## src/rtl/crypt_if.sv

```systemverilog
// Bundle between the cipher engine, its controller and the single-port RAM.
// start is a one-cycle request honoured only while busy and done are both low;
// mem_rdata returns the word at mem_addr one cycle after it is presented.
interface crypt_if #(
  parameter int DATA_W = 8,
  parameter int ADDR_W = 8
);
  logic              start;
  logic              mode;
  logic [DATA_W-1:0] key;
  logic [ADDR_W-1:0] base_addr;
  logic [ADDR_W:0]   max_len;
  logic [ADDR_W-1:0] mem_addr;
  logic [DATA_W-1:0] mem_wdata;
  logic              mem_we;
  logic [DATA_W-1:0] mem_rdata;
  logic              busy;
  logic              done;
  logic [ADDR_W:0]   count;

  modport master (
    output start, mode, key, base_addr, max_len, mem_rdata,
    input  mem_addr, mem_wdata, mem_we, busy, done, count
  );

  modport slave (
    input  start, mode, key, base_addr, max_len, mem_rdata,
    output mem_addr, mem_wdata, mem_we, busy, done, count
  );
endinterface

```

## src/rtl/crypt_engine.sv

```systemverilog
// In-place memory cipher: walks RAM from a base address, rotating/XORing each
// element with a key until a terminator word or the length limit is reached.
module crypt_engine #(
  parameter int                DATA_W = 8,
  parameter int                ADDR_W = 8,
  parameter logic [DATA_W-1:0] TERM   = '0
) (
  input  logic       clock,
  input  logic       reset,
  crypt_if.slave     bus,
  output logic [2:0] state_dbg
);

  localparam logic [2:0] S_IDLE = 3'd0;
  localparam logic [2:0] S_RD   = 3'd1;
  localparam logic [2:0] S_LAT  = 3'd2;
  localparam logic [2:0] S_CHK  = 3'd3;
  localparam logic [2:0] S_WR   = 3'd4;
  localparam logic [2:0] S_DONE = 3'd5;

  logic [2:0]        state, state_nx;
  logic [ADDR_W:0]   idx, max_len_q, count_q;
  logic [ADDR_W-1:0] base_q;
  logic [DATA_W-1:0] elem, key_q, mixed, enc_val, dec_val, xform;
  logic              mode_q;

  always_ff @(posedge clock or posedge reset) begin
    if (reset) state <= S_IDLE;
    else       state <= state_nx;
  end

  always_comb begin
    state_nx = state;
    case (state)
      S_IDLE:  if (bus.start) state_nx = S_RD;
      S_RD:    state_nx = (idx == max_len_q) ? S_DONE : S_LAT;
      S_LAT:   state_nx = S_CHK;
      // The terminator test uses the raw RAM word in both directions.
      S_CHK:   state_nx = (elem == TERM) ? S_DONE : S_WR;
      S_WR:    state_nx = S_RD;
      S_DONE:  state_nx = S_IDLE;
      default: state_nx = S_IDLE;
    endcase
  end

  always_ff @(posedge clock or posedge reset) begin
    if (reset) begin
      idx       <= '0;
      max_len_q <= '0;
      count_q   <= '0;
      base_q    <= '0;
      elem      <= '0;
      key_q     <= '0;
      mode_q    <= 1'b0;
    end else begin
      case (state)
        S_IDLE: if (bus.start) begin
          mode_q    <= bus.mode;
          key_q     <= bus.key;
          base_q    <= bus.base_addr;
          max_len_q <= bus.max_len;
          idx       <= '0;
          count_q   <= '0;
        end
        S_LAT: elem <= bus.mem_rdata;
        S_WR: begin
          idx     <= idx + 1'b1;
          count_q <= count_q + 1'b1;
        end
        default: ;
      endcase
    end
  end

  // Encrypt rotates after the XOR; decrypt undoes it in reverse order.
  always_comb begin
    mixed   = elem ^ key_q;
    enc_val = {mixed[DATA_W-2:0], mixed[DATA_W-1]};
    dec_val = {elem[0], elem[DATA_W-1:1]} ^ key_q;
    xform   = mode_q ? dec_val : enc_val;
  end

  always_comb begin
    bus.mem_addr  = base_q + idx[ADDR_W-1:0];
    bus.mem_we    = (state == S_WR);
    bus.mem_wdata = (state == S_WR) ? xform : '0;
    bus.busy      = (state == S_RD) || (state == S_LAT) ||
                    (state == S_CHK) || (state == S_WR);
    bus.done      = (state == S_DONE);
    bus.count     = count_q;
    state_dbg     = state;
  end

endmodule

```

## src/flat_wrapper.sv

```systemverilog
// flat-port wrapper written by rule: the top's interface ports become plain ports
module crypt_engine_flat 
#(
  parameter int                DATA_W = 8,
  parameter int                ADDR_W = 8,
  parameter logic [DATA_W-1:0] TERM   = '0
)
  (clock, reset, state_dbg, bus_start, bus_mode, bus_key, bus_base_addr, bus_max_len, bus_mem_rdata, bus_mem_addr, bus_mem_wdata, bus_mem_we, bus_busy, bus_done, bus_count);
  crypt_if #(.DATA_W(DATA_W), .ADDR_W(ADDR_W)) bus_i ();
  input  logic clock;
  input  logic reset;
  output logic [2:0] state_dbg;
  input wire logic [$bits(bus_i.start)-1:0] bus_start;
  input wire logic [$bits(bus_i.mode)-1:0] bus_mode;
  input wire logic [$bits(bus_i.key)-1:0] bus_key;
  input wire logic [$bits(bus_i.base_addr)-1:0] bus_base_addr;
  input wire logic [$bits(bus_i.max_len)-1:0] bus_max_len;
  input wire logic [$bits(bus_i.mem_rdata)-1:0] bus_mem_rdata;
  output wire logic [$bits(bus_i.mem_addr)-1:0] bus_mem_addr;
  output wire logic [$bits(bus_i.mem_wdata)-1:0] bus_mem_wdata;
  output wire logic [$bits(bus_i.mem_we)-1:0] bus_mem_we;
  output wire logic [$bits(bus_i.busy)-1:0] bus_busy;
  output wire logic [$bits(bus_i.done)-1:0] bus_done;
  output wire logic [$bits(bus_i.count)-1:0] bus_count;
  assign bus_i.start = bus_start;
  assign bus_i.mode = bus_mode;
  assign bus_i.key = bus_key;
  assign bus_i.base_addr = bus_base_addr;
  assign bus_i.max_len = bus_max_len;
  assign bus_i.mem_rdata = bus_mem_rdata;
  assign bus_mem_addr = bus_i.mem_addr;
  assign bus_mem_wdata = bus_i.mem_wdata;
  assign bus_mem_we = bus_i.mem_we;
  assign bus_busy = bus_i.busy;
  assign bus_done = bus_i.done;
  assign bus_count = bus_i.count;
  crypt_engine #(.DATA_W(DATA_W), .ADDR_W(ADDR_W), .TERM(TERM)) u_core (.clock(clock), .reset(reset), .bus(bus_i), .state_dbg(state_dbg));
endmodule
```

## config.mk

```make
export PLATFORM = sky130hd
export DESIGN_NAME = crypt_engine_flat
export DESIGN_NICKNAME = d
export VERILOG_FILES = /design/src/rtl/crypt_if.sv /design/src/rtl/crypt_engine.sv /design/src/flat_wrapper.sv
export SDC_FILE = /design/constraint.sdc
export NUM_CORES = 1
export LEC_CHECK = 0
export BUFFER_PORTS_ARGS = -buffer_cell sky130_fd_sc_hd__buf_2
export CAP_MARGIN = 30
export CORE_ASPECT_RATIO = 1.75
export CORE_UTILIZATION = 35
export DETAILED_ROUTE_END_ITERATION = 7
export HOLD_SLACK_MARGIN = 0.02
export PLACE_DENSITY = 0.59
export SYNTH_ARGS = -nofsm -noshare
export SYNTH_HDL_FRONTEND = slang
export SYNTH_SLANG_ARGS = --single-unit
```

## constraint.sdc

```tcl
create_clock -name clock -period 1.65 [get_ports clock]
set_input_delay 0.0825 -clock clock [delete_from_list [all_inputs] [get_ports clock]]
set_output_delay 0.0825 -clock clock [all_outputs]
set_load 0.01 [all_outputs]
```

-- Yosys cells after proc, flatten, opt, wreduce, memory -nomap -nowiden
Index checks and enable logic that the tools add are counted.
- output and inout bits: 31
- word-level logic and storage cells: 37
- register bits: 55
- bitwise operators: 2
- reduce and logical (&&, ||, !) cells: 8
- mux-type cells: 9
- add/subtract/negate cells: 3
- equal/unequal tests: 7
- operators with widths (operator ; count):
    case mux 9 bit (2 select lines) ; 2
    adder 9 x 1 -> 9 bit (second input constant) ; 2
    two-way mux 8 bit ; 2
    bitwise XOR 8 bit ; 2
    case mux 3 bit (5 select lines) ; 1
    == test 9 bit ; 1
    two-way mux 9 bit ; 1
    adder 8 bit ; 1
    logical NOT 8 bit ; 1
    == test 3 x 2 -> 1 bit (second input constant) ; 2
    == test 3 bit (second input constant) ; 2
    two-way mux 3 bit ; 2
    AND reduction 2 bit ; 2
    == test 3 x 1 -> 1 bit (second input constant) ; 1
    logical NOT 3 bit ; 1
    logical OR 1 bit ; 3
    != test 2 bit (second input constant) ; 1
    nonzero test 2 bit ; 1
    two-way mux 1 bit ; 1

-- Depth between registers and ports, before layout
Gate-level depths: netlist of the first run.
- depth in word-level cells: 4
- mapped depth: 7

-- Least setup slack after synthesis of the first run
OpenSTA, ideal clock, no wires.
- kind: register to register
- start: reg u_core.state[2] (netlist: u_core.state_dbg[2])
- end: reg u_core.max_len_q[8]
- required time: 1.523 ns
- cell stages (with the launch flop): 5
- arrival time: 1.623 ns
- library setup time: 0.127 ns
- slack: -0.101 ns
- cells stage by stage: dfrtp_1 or4b_1 clkbuf_1 clkbuf_1 mux2_1
- longest elaborated chain between the ends: 2
- ends and longest elaborated chain (element ; RTL line ; RTL):
    start, declared ; crypt_engine.sv:21 ; logic [2:0] state, state_nx;
    start signal, assigned ; crypt_engine.sv:29 ; else state <= state_nx;
    logical NOT 3 bit ; crypt_engine.sv:56 ; case (state)
    AND reduction 2 bit (no source line) ; -- ;
    end signal, assigned ; crypt_engine.sv:61 ; max_len_q <= bus.max_len;
    end, declared ; crypt_engine.sv:22 ; logic [ADDR_W:0] idx, max_len_q, count_q;
Every way passes these cells.
A chain may end at the register's enable or synchronous reset.

-- Worst setup path in the final report of the first run
- start: reg u_core.base_q[1]
- end: out bus_mem_addr[7]
- longest elaborated chain between the ends: 1
- ends and longest elaborated chain (element ; RTL line ; RTL):
    start, declared ; crypt_engine.sv:23 ; logic [ADDR_W-1:0] base_q;
    start signal, assigned ; crypt_engine.sv:60 ; base_q <= bus.base_addr;
    adder 8 bit ; crypt_engine.sv:84 ; bus.mem_addr = base_q + idx[ADDR_W-1:0];
    end, declared ; flat_wrapper.sv:19 ; output wire logic [$bits(bus_i.mem_addr)-1:0] bus_mem_addr;
Every way passes these cells.

==> metrics, run 1 <==
run status=finished, violations left; failing checks=negative setup slack; register area share after synthesis=0.471; Post-synth EDFFs=0; Crit Reg-Reg Endpoint=u_core.base_q[4]; WL met2=4100 um; width of the die=71.1 um; Worst Path Buf+Inv=2; Layout area overhead=44.3%; antenna-violating nets left=0; area leader, netlist=dfrtp_1; Final Cycle Share=1.21; DR iter-0 viols=90; vias=2,349; # diodes=0; CP Capture Type=primary output; Max Cap Violations=0; Mean Syn Cell Area=11.2 um2; final core utilization=0.526; pre-CTS setup slack=-127 ps; Starting Density=0.364; most frequent cells in the layout=buf_2 (64), dfrtp_1 (52), mux2_2 (33); CP max stage delay=390 ps; Clock Latency Late Sink=290 ps; Reg clk slew, reported paths=70 ps; Vias per Instance=5.02; Top Layer Used=met4; R2R setup slack=-60 ps; TritonCTS clock tree=yes; Slew Limit Fails=0; kind of critical path=reg2out; #FFs+latches synth=55; type of the tightest min-delay check=in2reg; pin count of the biggest net entering global routing=56; WP depth=7; synthesized cell area=2920 um2; Synth area leaders=dfrtp_1 (47%), mux2_2 (13%), xnor2_1 (5.7%); final wirelength=7050 um; Yosys Warn Count=0; RR Startpoint=u_core.state_dbg[1]; Post-Synthesis Cells=261; first-pass GRT wire length=11,200 um; Crit-path slowest cell=dfrtp_1; hpwl dp=5010 um; Worst VDD drop=1060 uV; clk buf depth=2; Worst Path Required=1570 ps; final setup fails=46; H-tree level count=2; R2R cell count=4; Detailed Routing Iterations Pass 1=6; Static Leakage=2.03 nW; Top delay family on crit path=compound AO/OA/AOI/OAI gates; Cell Pwr Density=1640 nW/um2; Rows=43; metal3 WL=211 um; number of buffers added on ports=67; CP Max Fanout=2; post-layout min period=1990 ps; GR Overflow Total=0; DRC Markers=0; Rel. slew slack=0.591; Final Hold Viols=0; Synth cell types=43; FFs w/ async S/R, synth=1.00; final worst setup slack=-344 ps; critical path arrival=1910 ps; Worst Skew=3.18 ps; area post-placement=3550 um2; die span in y=123 um; CP Launch Type=register; top cell type's share of synthesized area=0.471; commonest non-fill, non-tap cell in the layout=buf_2; clk sinks=55; CTS Buf Count=5; Least-Margin Pin Slew=613 ps; most frequently used flop master after synthesis=dfrtp_1; syn nets=308; unrepaired setup endpoints after global routing=yes; number of global-route vias before repair=2,431; initial antenna violation count=0; post-route cell area=4210 um2; IO Count=68; worst hold start=bus_key[4]; wire per inst=15.1 um; crit path capture=bus_mem_addr[7]; met1 WL=2580 um; Fmax=0.501 GHz; die area=8730 um2; Setup Total Neg Slack=-2970 ps; gpl congestion=0.811; CP cell instances=ha_1, a21oi_2, o211ai_1, o41ai_2, buf_4, xnor2_1, buf_2; share of cells above drive strength 1=0.508; crit path launch=u_core.base_q[1]; Layout Nets=425; core area=8020 um2; total track usage=0.167; CTS root buf=clkbuf_16
-- worst min-delay path by stage --
stage | to | slack, ps | cells after the start
floorplan | u_core.max_len_q[8] | 210 | 1
global placement | u_core.bus.count[4] | 160 | 3
detailed placement | u_core.elem[7] | 160 | 3
CTS | u_core.elem[3] | 20 | 2
global route | u_core.key_q[7] | 20 | 2
finish | u_core.key_q[4] | 30 | 2
-- through the flow --
step | hold slack, ps | cells | power, mW
CTS | 20.2 | 463 | 6.70
floorplan | 214 | 261 | 4.33
finish | 27.5 | 468 | 6.92
detailed placement | 158 | 434 | 5.26
global placement | 155 | 434 | 5.18
global route | 23.9 | 468 | 7.39
-- registers in the layout (all words and copies together), names as in the netlist --
signal / count
u_core.key_q: 8
u_core.elem: 8
u_core.max_len_q: 9
u_core.idx: 9
u_core.mode_q: 1
u_core.bus.count: 9
u_core.base_q: 8
u_core.state_dbg: 3
-- layout make-up --
class	instances	area, um2
Clock buffer	7	133
Fill cell	697	3800
Multi-Input combinational cell	189	1640
Tap cell	90	113
Sequential cell	55	1380
Inverter	7	38.8
Timing Repair Buffer	120	908
-- report_power, final --
part	total, mW	leakage (nW)	switching [mW]	internal [mW]
clock network	0.994	0.0640	0.438	0.556
logic	3.50	1.28	1.51	1.99
registers	2.43	0.684	0.559	1.87
-- kinds of logic after synthesis --
group           after synthesis  share of synthesized area
simple gates                 72                      0.128
flops                        55                      0.471
mux                          43                      0.162
compound gates               33                     0.0716
xor+xnor                     31                     0.0930
buf+inv                      17                     0.0291
fa+ha+maj                    10                     0.0454
-- cell usage after synthesis (8+ instances only) --
| master | n |
|---|---|
| nand3_1 | 15 |
| o21ai_0 | 14 |
| xor2_1 | 12 |
| nand2_1 | 20 |
| ha_1 | 9 |
| xnor2_1 | 19 |
| nor2_1 | 13 |
| a211oi_1 | 8 |
| mux2_2 | 33 |
| mux2i_1 | 9 |
| dfrtp_1 | 55 |
-- routing by layer --
metal	vias to the layer above	global-route usage
met5	-	0
li1	1152	-
met2	48	0.333
met4	0	0.0725
met3	11	0.0296
met1	1138	0.164
-- timing repair --
item,CTS,global route
hold buffers,15,0
cloned,1,1
pin swaps,7,14
endpoints found under the hold margin,69,0
setup endpoints to repair,38,56
resized for setup,34,32
buffers inserted,6,4
Power figures use the tool's default switching activity.
==> run 2, diff against run 1 <==
--- a/config.mk
+++ b/config.mk
@@ -8,10 +8,11 @@
 export BUFFER_PORTS_ARGS = -buffer_cell sky130_fd_sc_hd__buf_2
 export CAP_MARGIN = 30
 export CORE_ASPECT_RATIO = 1.75
+export CORE_MARGIN = 3
 export CORE_UTILIZATION = 35
 export DETAILED_ROUTE_END_ITERATION = 7
 export HOLD_SLACK_MARGIN = 0.02
-export PLACE_DENSITY = 0.59
+export PLACE_DENSITY = 0.57
 export SYNTH_ARGS = -nofsm -noshare
 export SYNTH_HDL_FRONTEND = slang
 export SYNTH_SLANG_ARGS = --single-unit
==> constraint.sdc (replaced) <==
create_clock -name clock -period 1.9 [get_ports clock]
set_input_delay 0.095 -clock clock [delete_from_list [all_inputs] [get_ports clock]]
set_output_delay 0.095 -clock clock [all_outputs]
set_load 0.01 [all_outputs]
==> run 2 against run 1 <==
Largest power group unchanged. The run still ends with negative setup slack left. Highest routed layer unchanged. Clock power decreased by 7.9%. Register-to-register slack improved by 280 ps. Cell count fell by 5.3%.
==> metrics, run 2 (synthesis results as in run 1) <==
DR iter-0 viols=59; IO Count=68; run status=finished, violations left; DRC Markers=0; worst-case hold path end point=u_core.elem[0]; Max Cap Violations=0; share of cells above drive strength 1=0.433; width of the die=75.1 um; Starting Density=0.364; Detailed Routing Iterations Pass 1=4; worst hold start=bus_mem_rdata[0]; failing checks=negative setup slack; Final Hold Viols=0; commonest non-fill, non-tap cell in the layout=buf_2; CP Max Fanout=2; Least-Margin Pin Slew=572 ps; type of the tightest min-delay check=in2reg; Slew Limit Fails=0; multi-input logic area=1560 um2; GR Overflow Total=0; Layout area overhead=29.7%; Reg clk slew, reported paths=70 ps; CTS root buf=clkbuf_16; RR Startpoint=u_core.state_dbg[2]; Layout Nets=400; Final Cycle Share=1.07; Crit Reg-Reg Endpoint=u_core.max_len_q[8]; CTS Buf Count=5; CP Capture Type=primary output; Rel. slew slack=0.619; kind of critical path=reg2out; hold slack=28.5 ps; pin count of the biggest net entering global routing=32; Placed Cells=427; clk sinks=55; first-pass GRT wire length=11,000 um; TritonCTS clock tree=yes; total track usage=0.150; Static Leakage=1.85 nW; H-tree level count=2; die span in y=127 um; critical path arrival=1930 ps; final worst setup slack=-126 ps; die area=9520 um2; R2R setup slack=220 ps; Worst Skew=3.81 ps; CP Launch Type=register; initial antenna violation count=0; number of global-route vias before repair=2,349; Layout fillers=769; FF+latch area=1380 um2; clk buf depth=2; Rows=43; # diodes=0; vias=2,267; Fmax=0.494 GHz; Cell Pwr Density=1480 nW/um2; hpwl dp=4920 um; unrepaired setup endpoints after global routing=yes; Vias per Instance=5.12; Clock Latency Late Sink=290 ps; Worst Path Required=1800 ps; final setup fails=4; most frequent cells in the layout=buf_2 (67), dfrtp_1 (55), mux2_2 (33); post-layout min period=2030 ps; Worst VDD drop=816 uV; Hold Crit Depth=2; antenna-violating nets left=0; gpl congestion=0.805; core area=8020 um2; number of buffers added on ports=67; R2R cell count=3; fin cells=443; final wirelength=6640 um; wire per inst=15.0 um
==> run 2: cell types whose count changed in the layout (fill, tap and decap cells not counted), sizes merged <==
| cell | previous run | this run |
|---|---|---|
| buf | 104 | 93 |
| clkinv | 1 | 2 |
| dlygate4sd3 | 15 | 2 |
| clkbuf | 8 | 6 |
==> run 2: worst max path at each step <==
stage / depth (start not counted) / to / from
2_1_floorplan: 4 / u_core.max_len_q[8] / u_core.state_dbg[2]
3_3_place_gp: 7 / bus_mem_addr[7] / u_core.idx[1]
3_5_place_dp: 7 / bus_mem_addr[6] / u_core.base_q[0]
4_1_cts: 7 / bus_mem_addr[7] / u_core.base_q[1]
5_1_grt: 7 / bus_mem_addr[7] / u_core.base_q[1]
6_report: 7 / bus_mem_addr[7] / u_core.base_q[1]
==> run 2: stage by stage <==
step                      utilization  area (um2)  setup WS, ps  power [mW]  TNS, ps
after floorplan                     -        2920           149        3.70        0
after global placement          0.432        3470          58.3        4.41        0
after detailed placement        0.432        3470          40.7        4.47        0
after CTS                       0.462        3700          -196        5.53     -453
after global routing            0.472        3790          -224        6.01     -683
final                           0.472        3790          -126        5.59     -322
==> run 2: timing repair <==
item,in CTS,in global routing
endpoints found under the setup margin,5,7
hold buffers,2,0
buffers inserted,2,5
hold endpoints to repair,25,0
pin swaps,5,11
gates resized for setup,9,7
==> run 2: cell type report <==
cell class	count	area share
Inverter	7	0.00727
Sequential cell	55	0.363
Timing Repair Buffer	95	0.149
Clock buffer	6	0.0367
Tap cell	90	0.0297
Clock inverter	1	0.00132
Multi-Input combinational cell	189	0.413
==> run 2: layer usage <==
| metal | part of all wire | vias up | track usage |
|---|---|---|---|
| li1 | - | 1112 | - |
| met1 | 0.39 | 1100 | 0.166 |
| met2 | 0.56 | 45 | 0.275 |
| met3 | 0.038 | 10 | 0.0254 |
| met4 | 0.018 | 0 | 0.0503 |
| met5 | 0 | - | 0 |
==> run 2: where the power goes <==
group          leakage, nW  switching, mW  internal [mW]
Sequential           0.688          0.483           1.62
Clock               0.0727          0.399          0.516
Combinational         1.09           1.15           1.42
==> run 2: critical path, stage by stage (launching register included) <==
cell and delay, ps:
dfrtp_1 380, ha_1 320, a21oi_2 150, o211ai_1 160, o41ai_2 230, buf_4 160, xnor2_2 100, buf_2 140
==> run 3, diff against run 2 <==
--- a/config.mk
+++ b/config.mk
@@ -12,7 +12,7 @@
 export CORE_UTILIZATION = 35
 export DETAILED_ROUTE_END_ITERATION = 7
 export HOLD_SLACK_MARGIN = 0.02
-export PLACE_DENSITY = 0.57
+export PLACE_DENSITY = 0.59
 export SYNTH_ARGS = -nofsm -noshare
 export SYNTH_HDL_FRONTEND = slang
 export SYNTH_SLANG_ARGS = --single-unit
==> constraint.sdc (replaced) <==
create_clock -name clock -period 1.66 [get_ports clock]
set_input_delay 0.083 -clock clock [delete_from_list [all_inputs] [get_ports clock]]
set_output_delay 0.083 -clock clock [all_outputs]
set_load 0.01 [all_outputs]
==> run 3 against run 2 <==
The flow still finishes with violations (negative setup slack). Wire length up 8.0%. Critical path depth unchanged. Die area unchanged. Final area up 9.4%. Register-to-register slack worse by 220 ps. Cell count up 4.7%. Setup slack worse by 240 ps. Clock power up 7.9%. Critical path type unchanged. Largest power group unchanged.
==> metrics, run 3 (synthesis results as in run 1) <==
run status=finished, violations left; failing checks=negative setup slack; Worst Path Required=1580 ps; Rel. slew slack=0.575; Vias per Instance=5.09; DR iter-0 viols=146; unrepaired setup endpoints after global routing=yes; pre-CTS setup slack=-100 ps; Worst VDD drop=981 uV; Final Hold Viols=0; final setup fails=14; # diodes=0; DRC Markers=0; Detailed Routing Iterations Pass 1=4; commonest non-fill, non-tap cell in the layout=buf_2; Placed Cells=433; Design Power=6.68 mW; clk sinks=55; hpwl dp=5220 um; CP max stage delay=400 ps; wire per inst=15.4 um; Worst Skew=5.75 ps; die span in y=127 um; Reg clk slew, reported paths=70 ps; post-layout min period=2020 ps; Starting Density=0.364; Cell Pwr Density=1610 nW/um2; multi-input logic area=1640 um2; width of the die=75.1 um; type of the tightest min-delay check=in2reg; Layout fillers=699; most frequent cells in the layout=buf_2 (64), dfrtp_1 (52), mux2_2 (33); Fmax=0.495 GHz; final worst setup slack=-361 ps; number of buffers added on ports=67; Final Cycle Share=1.22; CP cell instances=buf_4, fa_2, a21o_1, a21oi_2, nand3b_1, nand3_2, buf_6; Clock Latency Late Sink=290 ps; H-tree level count=2; vias=2,360; CP Launch Type=register; Top delay family on crit path=adder cells; Slew Limit Fails=0; Rows=43; GR Overflow Total=0; number of global-route vias before repair=2,500; Worst Path Buf+Inv=2; TritonCTS clock tree=yes; Max Cap Violations=0; kind of critical path=reg2out; CP Capture Type=primary output; IO Count=68; FF+latch area=1380 um2; first-pass GRT wire length=12,000 um; Layout Nets=422; initial antenna violation count=0; Crit-path slowest cell=fa_2; critical path arrival=1940 ps; CP Max Fanout=3; Least-Margin Pin Slew=637 ps; CTS Buf Count=5; share of cells above drive strength 1=0.473; pin count of the biggest net entering global routing=56; gpl congestion=0.843; Layout area overhead=41.9%; Static Leakage=1.97 nW; final wirelength=7170 um; core area=8020 um2; total track usage=0.164; die area=9520 um2; fin cells=464; CTS root buf=clkbuf_16; clk buf depth=2; antenna-violating nets left=0
## run 3: layer usage
layer | vias to the layer above | track usage | share of wire
met1 | 1157 | 0.177 | 0.36
met3 | 10 | 0.0349 | 0.035
met4 | 0 | 0.0577 | 0.022
met5 | - | 0 | 0
li1 | 1145 | - | -
met2 | 48 | 0.300 | 0.59
## run 3: layout make-up
cell class,instances,area share
timing repair buffer,117,0.203
tap,90,0.0272
sequential,55,0.333
inverter,7,0.00936
multi-input combinational,189,0.396
clock buffer,6,0.0311
## run 3: through the flow
step / util / instance area [um2] / hold WS (ps) / TNS (ps)
after global routing: 0.517 / 4140 / 24.5 / -3270
after CTS: 0.506 / 4060 / 20.4 / -1690
after floorplan: - / 2980 / 215 / -124
after detailed placement: 0.442 / 3540 / 162 / -225
after global placement: 0.442 / 3540 / 158 / -150
final: 0.517 / 4140 / 23.7 / -1650
## run 3: final timing paths
check | slack [ps] | depth (start not counted) | endpoint | startpoint
max | -360 | 7 | bus_mem_addr[6] | u_core.base_q[1]
min | 20 | 2 | u_core.base_q[2] | bus_base_addr[2]
max reg2reg | 0 | 6 | u_core.bus.count[6] | u_core.state_dbg[1]
min reg2reg | 480 | 1 | u_core.bus.count[8] | u_core.bus.count[8]
max in group asynchronous | 990 | 4 | u_core.state_dbg[1] | reset
min in group asynchronous | 390 | 4 | u_core.bus.count[1] | reset
## run 3: what timing repair did
action                                 CTS  global route
hold buffers                            19             1
gates cloned                             1             0
pin swaps                                6             9
endpoints found under the hold margin   73             1
resized for setup                       29            17
buffers inserted                         3             1
setup endpoints to repair               15            54
## run 3: power breakdown
| part | leakage [nW] | switching [mW] | internal, mW |
|---|---|---|---|
| Clock | 0.0628 | 0.443 | 0.544 |
| Sequential | 0.684 | 0.572 | 1.86 |
| Combinational | 1.22 | 1.44 | 1.83 |
## run 3: worst reg2reg max path: cells and delay by family (launching register included)
kind	cells	cell delay (ps)
buffers and inverters	2	210
flip-flops	1	420
multiplexers	1	120
AND/OR/NAND/NOR	3	780
